File: src/rtl/mmio_uart_tx_pkg.sv
// Shared constants for the memory-mapped UART transmitter: base address,
// register offsets, serializer state encodings and the STATUS word layout.
package mmio_uart_tx_pkg;

   localparam logic [31:0] UART_BASE_ADDR = 32'h0000_1000;

   localparam logic [1:0] OFF_TXDATA = 2'd0;
   localparam logic [1:0] OFF_STATUS = 2'd1;
   localparam logic [1:0] OFF_DIV    = 2'd2;

   localparam logic [1:0] ST_IDLE  = 2'd0;
   localparam logic [1:0] ST_START = 2'd1;
   localparam logic [1:0] ST_DATA  = 2'd2;
   localparam logic [1:0] ST_STOP  = 2'd3;

   typedef struct packed {
      logic [15:0] rsvdHi;
      logic [7:0]  count;
      logic [3:0]  rsvdLo;
      logic        ovf;
      logic        busy;
      logic        empty;
      logic        full;
   } status_t;

   // A divisor of zero would stall the bit timer, so it behaves as one cycle per bit.
   function automatic logic [15:0] effDiv(input logic [15:0] div);
      return (div == 16'd0) ? 16'd1 : div;
   endfunction

endpackage

File: src/rtl/mmio_uart_tx_if.sv
// CPU data-bus view of the UART: address, store data, byte enables and
// combinational read data.
interface mmio_uart_tx_if;
   logic [31:0] daddr;
   logic [31:0] dwdata;
   logic [3:0]  dwe;
   logic [31:0] drdata;

   modport master (output daddr, output dwdata, output dwe, input drdata);
   modport slave  (input daddr, input dwdata, input dwe, output drdata);
endinterface

File: src/rtl/mmio_uart_tx_sync_fifo.sv
// Single-clock FIFO with a combinational head; a push into a full FIFO is
// accepted only when a pop frees a slot in the same cycle.
module sync_fifo #(
   parameter  int WIDTH = 8,
   parameter  int DEPTH = 8,
   localparam int AW    = $clog2(DEPTH),
   localparam int CW    = AW + 1
) (
   input  logic             i_clk,
   input  logic             i_reset,
   input  logic             i_push,
   input  logic [WIDTH-1:0] i_data,
   input  logic             i_pop,
   output logic [WIDTH-1:0] o_head,
   output logic             o_full,
   output logic             o_empty,
   output logic [CW-1:0]    o_count
);

   logic [WIDTH-1:0] r_mem [DEPTH];
   logic [AW-1:0]    r_rdPtr;
   logic [AW-1:0]    r_wrPtr;
   logic [CW-1:0]    r_count;
   logic             w_doPush;
   logic             w_doPop;

   assign o_empty  = (r_count == '0);
   assign o_full   = (r_count == CW'(DEPTH));
   assign o_count  = r_count;
   assign o_head   = r_mem[r_rdPtr];
   assign w_doPop  = i_pop & ~o_empty;
   assign w_doPush = i_push & (~o_full | w_doPop);

   always_ff @(posedge i_clk) begin
      if (w_doPush) r_mem[r_wrPtr] <= i_data;
   end

   // Pointers wrap naturally because DEPTH is a power of two.
   always_ff @(posedge i_clk) begin
      if (i_reset) begin
         r_rdPtr <= '0;
         r_wrPtr <= '0;
         r_count <= '0;
      end else begin
         if (w_doPush) r_wrPtr <= r_wrPtr + 1'b1;
         if (w_doPop)  r_rdPtr <= r_rdPtr + 1'b1;
         if (w_doPush & ~w_doPop)      r_count <= r_count + 1'b1;
         else if (~w_doPush & w_doPop) r_count <= r_count - 1'b1;
      end
   end

endmodule

File: src/rtl/mmio_uart_tx.sv
// Memory-mapped 8N1 UART transmitter: TXDATA/STATUS/DIV registers on the CPU
// data bus, a byte FIFO and a serializer that sends frames back to back.
module mmio_uart_tx
   import mmio_uart_tx_pkg::*;
#(
   parameter logic [31:0] BASE_ADDR  = UART_BASE_ADDR,
   parameter int          FIFO_DEPTH = 8,
   parameter logic [15:0] DIV_RESET  = 16'd868
) (
   input  logic           i_clk,
   input  logic           i_reset,
   mmio_uart_tx_if.slave  bus,
   output logic           o_tx,
   output logic           o_irq
);

   localparam int CW = $clog2(FIFO_DEPTH) + 1;

   logic [1:0]    r_state;
   logic [7:0]    r_shift;
   logic [2:0]    r_bitIdx;
   logic [15:0]   r_cycCnt;
   logic [15:0]   r_div;
   logic          r_ovf;

   logic          w_sel;
   logic [1:0]    w_off;
   logic          w_wrEn;
   logic          w_push;
   logic          w_pop;
   logic          w_ovfClr;
   logic          w_divWr;
   logic          w_bitEnd;
   logic [15:0]   w_reload;
   logic [7:0]    w_head;
   logic          w_full;
   logic          w_empty;
   logic [CW-1:0] w_count;
   status_t       w_status;
   logic          w_unused;

   assign w_sel    = (bus.daddr[31:4] == BASE_ADDR[31:4]);
   assign w_off    = bus.daddr[3:2];
   assign w_wrEn   = w_sel & (|bus.dwe);
   assign w_push   = w_wrEn & (w_off == OFF_TXDATA) & bus.dwe[0];
   assign w_ovfClr = w_wrEn & (w_off == OFF_STATUS) & bus.dwe[0] & bus.dwdata[3];
   assign w_divWr  = w_wrEn & (w_off == OFF_DIV);
   assign w_bitEnd = (r_cycCnt == 16'd0);
   assign w_reload = effDiv(r_div) - 16'd1;
   assign w_unused = ^{bus.daddr[1:0], bus.dwdata[31:16], bus.dwe[3:2]};

   // The serializer takes a byte either from idle or at the last cycle of a stop bit.
   assign w_pop = ~w_empty & ((r_state == ST_IDLE) | ((r_state == ST_STOP) & w_bitEnd));

   sync_fifo #(.WIDTH(8), .DEPTH(FIFO_DEPTH)) u_fifo (
      .i_clk   (i_clk),
      .i_reset (i_reset),
      .i_push  (w_push),
      .i_data  (bus.dwdata[7:0]),
      .i_pop   (w_pop),
      .o_head  (w_head),
      .o_full  (w_full),
      .o_empty (w_empty),
      .o_count (w_count)
   );

   always_ff @(posedge i_clk) begin
      if (i_reset) begin
         r_ovf <= 1'b0;
         r_div <= DIV_RESET;
      end else begin
         if (w_push & w_full & ~w_pop) r_ovf <= 1'b1;
         else if (w_ovfClr)            r_ovf <= 1'b0;
         if (w_divWr & bus.dwe[0]) r_div[7:0]  <= bus.dwdata[7:0];
         if (w_divWr & bus.dwe[1]) r_div[15:8] <= bus.dwdata[15:8];
      end
   end

   // Bit timer reloads from DIV at every bit start, so DIV changes land on the next bit.
   always_ff @(posedge i_clk) begin
      if (i_reset) begin
         r_state  <= ST_IDLE;
         r_shift  <= '0;
         r_bitIdx <= '0;
         r_cycCnt <= '0;
      end else begin
         case (r_state)
            ST_IDLE: begin
               if (w_pop) begin
                  r_state  <= ST_START;
                  r_shift  <= w_head;
                  r_cycCnt <= w_reload;
               end
            end
            ST_START: begin
               if (w_bitEnd) begin
                  r_state  <= ST_DATA;
                  r_bitIdx <= '0;
                  r_cycCnt <= w_reload;
               end else begin
                  r_cycCnt <= r_cycCnt - 16'd1;
               end
            end
            ST_DATA: begin
               if (w_bitEnd) begin
                  r_cycCnt <= w_reload;
                  r_shift  <= {1'b0, r_shift[7:1]};
                  if (r_bitIdx == 3'd7) r_state <= ST_STOP;
                  else                  r_bitIdx <= r_bitIdx + 3'd1;
               end else begin
                  r_cycCnt <= r_cycCnt - 16'd1;
               end
            end
            ST_STOP: begin
               if (w_bitEnd) begin
                  if (w_pop) begin
                     r_state  <= ST_START;
                     r_shift  <= w_head;
                     r_cycCnt <= w_reload;
                  end else begin
                     r_state  <= ST_IDLE;
                  end
               end else begin
                  r_cycCnt <= r_cycCnt - 16'd1;
               end
            end
            default: r_state <= ST_IDLE;
         endcase
      end
   end

   always_comb begin
      o_tx = 1'b1;
      case (r_state)
         ST_START: o_tx = 1'b0;
         ST_DATA:  o_tx = r_shift[0];
         default:  o_tx = 1'b1;
      endcase
   end

   assign o_irq = w_empty & (r_state == ST_IDLE);

   always_comb begin
      w_status       = '0;
      w_status.count = 8'(w_count);
      w_status.ovf   = r_ovf;
      w_status.busy  = (r_state != ST_IDLE);
      w_status.empty = w_empty;
      w_status.full  = w_full;
      bus.drdata     = 32'd0;
      if (w_sel) begin
         case (w_off)
            OFF_STATUS: bus.drdata = w_status;
            OFF_DIV:    bus.drdata = {16'd0, r_div};
            default:    bus.drdata = 32'd0;
         endcase
      end
   end

endmodule
File: src/flat_wrapper.sv
// flat-port wrapper written by rule: the top's interface ports become plain ports
module mmio_uart_tx_flat import mmio_uart_tx_pkg::*;
#(
   parameter logic [31:0] BASE_ADDR  = UART_BASE_ADDR,
   parameter int          FIFO_DEPTH = 8,
   parameter logic [15:0] DIV_RESET  = 16'd868
)
  (i_clk, i_reset, o_tx, o_irq, bus_daddr, bus_dwdata, bus_dwe, bus_drdata);
  mmio_uart_tx_if bus_i ();
  input  logic i_clk;
  input  logic i_reset;
  output logic o_tx;
  output logic o_irq;
  input wire logic [$bits(bus_i.daddr)-1:0] bus_daddr;
  input wire logic [$bits(bus_i.dwdata)-1:0] bus_dwdata;
  input wire logic [$bits(bus_i.dwe)-1:0] bus_dwe;
  output wire logic [$bits(bus_i.drdata)-1:0] bus_drdata;
  assign bus_i.daddr = bus_daddr;
  assign bus_i.dwdata = bus_dwdata;
  assign bus_i.dwe = bus_dwe;
  assign bus_drdata = bus_i.drdata;
  mmio_uart_tx #(.BASE_ADDR(BASE_ADDR), .FIFO_DEPTH(FIFO_DEPTH), .DIV_RESET(DIV_RESET)) u_core (.i_clk(i_clk), .i_reset(i_reset), .bus(bus_i), .o_tx(o_tx), .o_irq(o_irq));
endmodule
File: config.mk
export PLATFORM = sky130hd
export DESIGN_NAME = mmio_uart_tx_flat
export DESIGN_NICKNAME = d
export VERILOG_FILES = /design/src/rtl/mmio_uart_tx_pkg.sv /design/src/rtl/mmio_uart_tx_if.sv /design/src/rtl/mmio_uart_tx_sync_fifo.sv /design/src/rtl/mmio_uart_tx.sv /design/src/flat_wrapper.sv
export SDC_FILE = /design/constraint.sdc
export NUM_CORES = 1
export LEC_CHECK = 0
export CAP_MARGIN = 20
export CORE_ASPECT_RATIO = 1.2
export CORE_UTILIZATION = 35
export CTS_BUF_LIST = sky130_fd_sc_hd__clkbuf_8
export DETAILED_ROUTE_END_ITERATION = 16
export GPL_ROUTABILITY_DRIVEN = 0
export PLACE_DENSITY = 0.67
export SYNTH_ARGS = -nofsm -noshare
export SYNTH_HDL_FRONTEND = slang
export SYNTH_SLANG_ARGS = --single-unit
File: constraint.sdc
create_clock -name i_clk -period 3.3 [get_ports i_clk]
set_input_delay 0.66 -clock i_clk [delete_from_list [all_inputs] [get_ports i_clk]]
set_output_delay 0.66 -clock i_clk [all_outputs]
set_load 0.01 [all_outputs]
* After elaboration in Yosys (flattened, before gate mapping) *
Memory sizes are Yosys's and may differ from the RTL's. A register that Yosys moved wholly into a read port is not among the register bits.
Cells that the tools add are included.

word-level totals
  bits in registers = 56
  RAM bits = 64
  bits of input ports = 70
  output and inout port bits = 34
  memories kept = 1

memory list
  memory               depth  bits a word  read ports  clocked after Yosys merged registers in  write ports  RTL line                      RTL
  u_core.u_fifo.r_mem  8      8            1           1                                        1            mmio_uart_tx_sync_fifo.sv:20  logic [WIDTH-1:0] r_mem [DEPTH];

cells by class
  add/subtract/negate cells = 7
  equality and inequality tests = 14
  muxes and demuxes = 31
  bitwise gates (word level) = 25
  reductions and logical operators = 15

operators with widths
  cell                     number
  $mux W16                 4
  $pmux W16 S3             1
  $logic_not A16 Y1        2
  $mux W32                 1
  $pmux W16 S2             1
  $sub A16 B1 Y16 const B  2
  $eq A28 B9 Y1 const B    1
  $mux W8                  3
  $pmux W8 S3              1
  $and A1 B1 Y1            18
  $mux W3                  5
  $mux W2                  5
  $add A3 B1 Y3 const B    3
  $mux W4                  2
  $ne A2 B1 Y1 const B     4
  $pmux W2 S4              1
  $reduce_bool A2 Y1       4
  $eq A2 B2 Y1 const B     3
  $pmux W3 S2              1
  $mux W1                  5
  $not A1 Y1               5
  $reduce_and A5 Y1        1
  $add A4 B1 Y4 const B    1
  $eq A2 B1 Y1 const B     2
  other kinds (13)         16

* Depth between registers and ports, before layout *
  word-level depth = 11
  gate-level depth with buffers = 15
  depth with buffers taken out = 14

* Hierarchy *
A second synthesis with hierarchy kept.

unflattened totals
  cell total of the unflattened synthesis = 595
  area, all modules = 6434.9 sq um

by module, submodules not included
  module        times used  cells an instance  area an instance (sq um)  sequential area each (sq um)
  mmio_uart_tx  1           430                3372.0                    920.9
  sync_fifo     1           165                3062.9                    2182.1

* Worst setup path after synthesis *
No wires, ideal clock.

  kind = input-to-reg
  start point = input port bus_daddr[13]
  end point = register u_core.u_fifo.r_count[3], in the netlist u_core.u_fifo.o_count[3]
  library setup time = 0.070 ns
  arrival = 3.073 ns
  path slack = 0.156 ns
  stages = 13
  buffers on the path = 1
  cell sequence = nor4b_1 nand4_1 nor3_1 and3_1 buf_2 ha_1 inv_1 ha_1 a21o_1 a21oi_1 xnor2_1 or3_1 a21oi_1

between the ends
  cells in the longest elaborated chain, start to end = 8
  elaborated cells between the ends (all ways) = 10
  classes of those cells = 1 x eq/ne; 1 x mux; 7 x bitwise; 1 x reduce/logical

ends and longest elaborated chain
  what                             RTL line                      RTL
  start: declaration               flat_wrapper.sv:14            input wire logic [$bits(bus_i.daddr)-1:0] bus_daddr;
  $eq A28 B9 Y1 (*)                mmio_uart_tx.sv:42            assign w_sel = (bus.daddr[31:4] == BASE_ADDR[31:4]);
  $and A1 B1 Y1 (*)                mmio_uart_tx.sv:44            assign w_wrEn = w_sel & (|bus.dwe);
  $and A1 B1 Y1 (*) (2 in series)  mmio_uart_tx.sv:45            assign w_push = w_wrEn & (w_off == OFF_TXDATA) & bus.dwe[0];
  $and A1 B1 Y1 (*)                mmio_uart_tx_sync_fifo.sv:32  assign w_doPush = i_push & (~o_full | w_doPop);
  via u_core.u_fifo.w_doPush       mmio_uart_tx_sync_fifo.sv:24  logic w_doPush;
  $not A1 Y1                       mmio_uart_tx_sync_fifo.sv:48  else if (~w_doPush & w_doPop) r_count <= r_count - 1'b1;
  $and A1 B1 Y1                    mmio_uart_tx_sync_fifo.sv:48
  $reduce_bool A2 Y1 (no line)     n/a
  end signal: assignment           mmio_uart_tx_sync_fifo.sv:47  if (w_doPush & ~w_doPop) r_count <= r_count + 1'b1;
  end signal: assignment           mmio_uart_tx_sync_fifo.sv:48
  end: declaration                 mmio_uart_tx_sync_fifo.sv:23  logic [CW-1:0] r_count;

Mark *: on every way through the listed nets, which the timed path passes. The rest lies on a longest branch.
A chain may end at the register's enable or synchronous reset.

* Final worst setup path *
  start point = input port bus_daddr[24]
  end point = output port bus_drdata[5]

between the ends
  cells in the longest elaborated chain, start to end = 2

ends and longest elaborated chain
  what              RTL line             RTL
  $eq A28 B9 Y1     mmio_uart_tx.sv:42
  $mux W32          mmio_uart_tx.sv:151  if (w_sel) begin
  end: declaration  flat_wrapper.sv:17   output wire logic [$bits(bus_i.drdata)-1:0] bus_drdata;

Every way passes these cells.

==> metrics.yaml <==
synthFlopType: "edfxtp_1"
synth_top_family_by_area: "simple AND/OR/NAND/NOR gates"
slowest_stage: "clkdlybuf4s50_1"
outcome: "finished, violations left"
gr-usage-all-layers: 0.165
crit_arrival_ps: 2500
ctsHoldBuffers: 0
cts_num_sinks: 123
seq_area_frac_synth: 0.481
critPathRequiredTime_ps: 2640
finClkSkew_ps: 11.3
synth_compound_area_frac: 0.120
violations: "DRC"
syn_to_final_growth_pct: 23.0
path_class: "input pin to output port"
post_dp_cell_area_mm2: 0.00754
ant_nets: 0
fin_cells: 942
grt_max_degree: 27
diodes: 0
synth-xor-area-share: 0.0326
cts_root_buffer: "clkbuf_8"
start_util: 0.356
htreeDepth: 4
wire_per_inst_um: 16.1
fin_hold_ws_ps: 456
syn-instance-count: 607
io_buffer_count: 67
reg2reg_to: "u_core.r_cycCnt[4]$_SDFF_PP0_"
synth_top_area_cell: "edfxtp_1"
yosys.area.top_type_share: 0.298
crit_buf_inv: 4
regToRegStartpoint: "u_core.r_div[0]$_SDFFE_PP0P_"
netlist_area_mm2: 0.00645
vias: 5000
max_freq_ghz: 0.316
yosysWarnings: 0
path_depth: 8
synth.distinct_cells: 70
slew_headroom: 0.473
drive_gt1_frac: 0.162
antenna_found_initial: 0
synth_edf_count: 64
final_hold_viol_count: 0
synth-simple-area-share: 0.160
drc_errors: 2
fin_crit_ps: 3160
critPathTopFamily: "buffers and inverters"
row_count: 54
die_x_um: 126
fill_cells: 1706
path_common_cell: "buf_4"
synth_mux_area_frac: 0.118
grt_pass1_vias: 4791
die-area_mm2: 0.0190
hold_class: "flip-flop to flip-flop"
fin_crit_sh: 0.958
critPathLaunchType: "input pin"
overflow: 0
vdd.ir_drop.worst_v: 0.000318
clk_pin_slew_worst_paths_ps: 80
cap_violations: 0
numCtsBuffers: 17
synth_fa_ha_area_frac: 0.0380
critPathLaunch: "bus_daddr[24]"
powerDensity_mw_per_mm2: 739
postRouteWirelength_mm: 15.2
worstMarginPinSlew_ps: 790
p_leak_nw: 2.96
drtIter0Drc: 262
ys_async_sr_fraction: 0
slew_viol_final: 0
cts_tree: "done"
avgSynthCellArea_um2: 10.6
grt_pass1_wl_mm: 24.3
drt_first_pass_iters: 11
numPlacedInstances: 911
crit_path_cell_trace: "clkdlybuf4s50_1, nor4_2, nand4_1, buf_4, nor3_1, buf_4, and2_1, dlygate4sd2_1"
viasPerCell: 5.31
coreArea_mm2: 0.0181
dieHeight_um: 151
clkLatencyLatePin_ps: 440
synth.area.top_cells: "edfxtp_1 (30%), dfxtp_1 (18%), mux2i_1 (6.1%), mux4_2 (5.6%), nor2_1 (4.5%)"
stdcell_area_mm2: 0.00793
endpoint_kind: "output port"
reg2reg_slack_ps: 180
path_max_fanout: 10
reg2regPathDepth: 11
ys_seq_elements: 123
io-pin-count: 104
setup_viol: 0
endpoint: "bus_drdata[5]"
grt_setup_unrepaired: "yes"
cts_buffer_depth: 2
dp_hpwl_mm: 10.9
nNetsFinal: 795
cpPeakStageDelay_ps: 420
how the worst min path moves through the flow:
stage	start	end	slack (ps)	cells after the start
3_3_place_gp	u_core.r_ovf$_SDFFE_PP0P_	u_core.r_ovf$_SDFFE_PP0P_	450	2
2_1_floorplan	u_core.r_ovf$_SDFFE_PP0P_	u_core.r_ovf$_SDFFE_PP0P_	430	2
5_1_grt	u_core.r_ovf$_SDFFE_PP0P_	u_core.r_ovf$_SDFFE_PP0P_	490	2
6_report	u_core.r_ovf$_SDFFE_PP0P_	u_core.r_ovf$_SDFFE_PP0P_	460	2
4_1_cts	u_core.r_ovf$_SDFFE_PP0P_	u_core.r_ovf$_SDFFE_PP0P_	460	2
3_5_place_dp	u_core.r_ovf$_SDFFE_PP0P_	u_core.r_ovf$_SDFFE_PP0P_	450	2
stage by stage:
step                utilization  setup TNS (ps)  setup WS, ps  power (mW)
floorplan                     -               0           156        3.86
global placement          0.417           -1790          -167        4.55
detailed placement        0.417           -2180          -214        4.59
CTS                       0.437               0           117        5.86
global route              0.438           -12.9         -12.9        6.24
finish                    0.438               0           138        5.86
area by class of cell:
| cell class | count | area, µm² | area share |
|---|---|---|---|
| Clock buffer | 17 | 234 | 0.0295 |
| Timing Repair Buffer | 114 | 1000 | 0.126 |
| Multi-Input combinational cell | 433 | 3110 | 0.393 |
| Tap cell | 224 | 280 | 0.0353 |
| Inverter | 17 | 63.8 | 0.00804 |
| Sequential cell | 123 | 3100 | 0.391 |
| Clock inverter | 14 | 138 | 0.0174 |
state kept, by name, summed over array words and instances (netlist names), 2 cells and up, named ones only:
| name | flops |
|---|---|
| u_core.r_bitIdx | 3 |
| u_core.u_fifo.r_wrPtr | 3 |
| u_core.r_div | 16 |
| u_core.u_fifo.r_rdPtr | 3 |
| u_core.u_fifo.r_mem | 64 |
| u_core.r_state | 2 |
| u_core.u_fifo.o_count | 4 |
| u_core.r_shift | 8 |
| u_core.r_cycCnt | 16 |
layer usage:
layer  share of wire  track usage  wire length [µm]
met1            0.44        0.202              6610
met5               0            0                 0
met4           0.020       0.0693               302
met3           0.045       0.0345               685
met2            0.50        0.282              7590
cell families (layout without fill, tap and decap cells):
logic type / count (synthesis) / count (layout)
DFF: 123 / 123
AOI/OAI and AO/OA: 115 / 115
buffers and inverters: 66 / 162
adders and majority gates: 19 / 19
other: 1 / 16
xor gates and xnor gates: 24 / 24
muxes: 56 / 56
and+or+nand+nor: 203 / 203
repair_timing:
item,CTS,global route
pin swaps,1,2
endpoints found under the setup margin,16,4
buffers inserted,0,0
resized for setup,21,3
gates cloned,0,0
power breakdown:
part / leakage, nW / switching (mW) / internal, mW
sequential: 1.06 / 0.202 / 1.76
clock: 0.178 / 0.668 / 0.606
combinational: 1.72 / 1.47 / 1.16
total: 2.96 / 2.34 / 3.52
worst min-delay path, delay by kind of cell (launching register included):
family           cells  cell delay [ps]
AND/OR/NAND/NOR      1               50
AO/OA/AOI/OAI        1               50
flip-flops           1              310
cells in the mapped netlist, types with 13 or more instances:
library cell / count
dfxtp_1: 59
inv_1: 16
buf_4: 17
mux2i_1: 39
clkbuf_1: 19
ha_1: 18
mux4_2: 16
xor2_1: 14
nand3_1: 13
edfxtp_1: 64
nor2_1: 78
nor3_1: 17
nor4_1: 13
a21oi_1: 29
o21ai_0: 29
nand2_1: 30
layout by cell type (no fill, tap or decap), types with 18 or more instances in the layout:
cell,netlist,layout
a21oi_1,29,29
buf_4,17,47
clkdlybuf4s50_1,0,50
dfxtp_1,59,59
edfxtp_1,64,64
ha_1,18,18
mux2i_1,39,39
nand2_1,30,29
nor2_1,78,77
o21ai_0,29,29
Note: power is estimated with default switching activity, not from simulation.
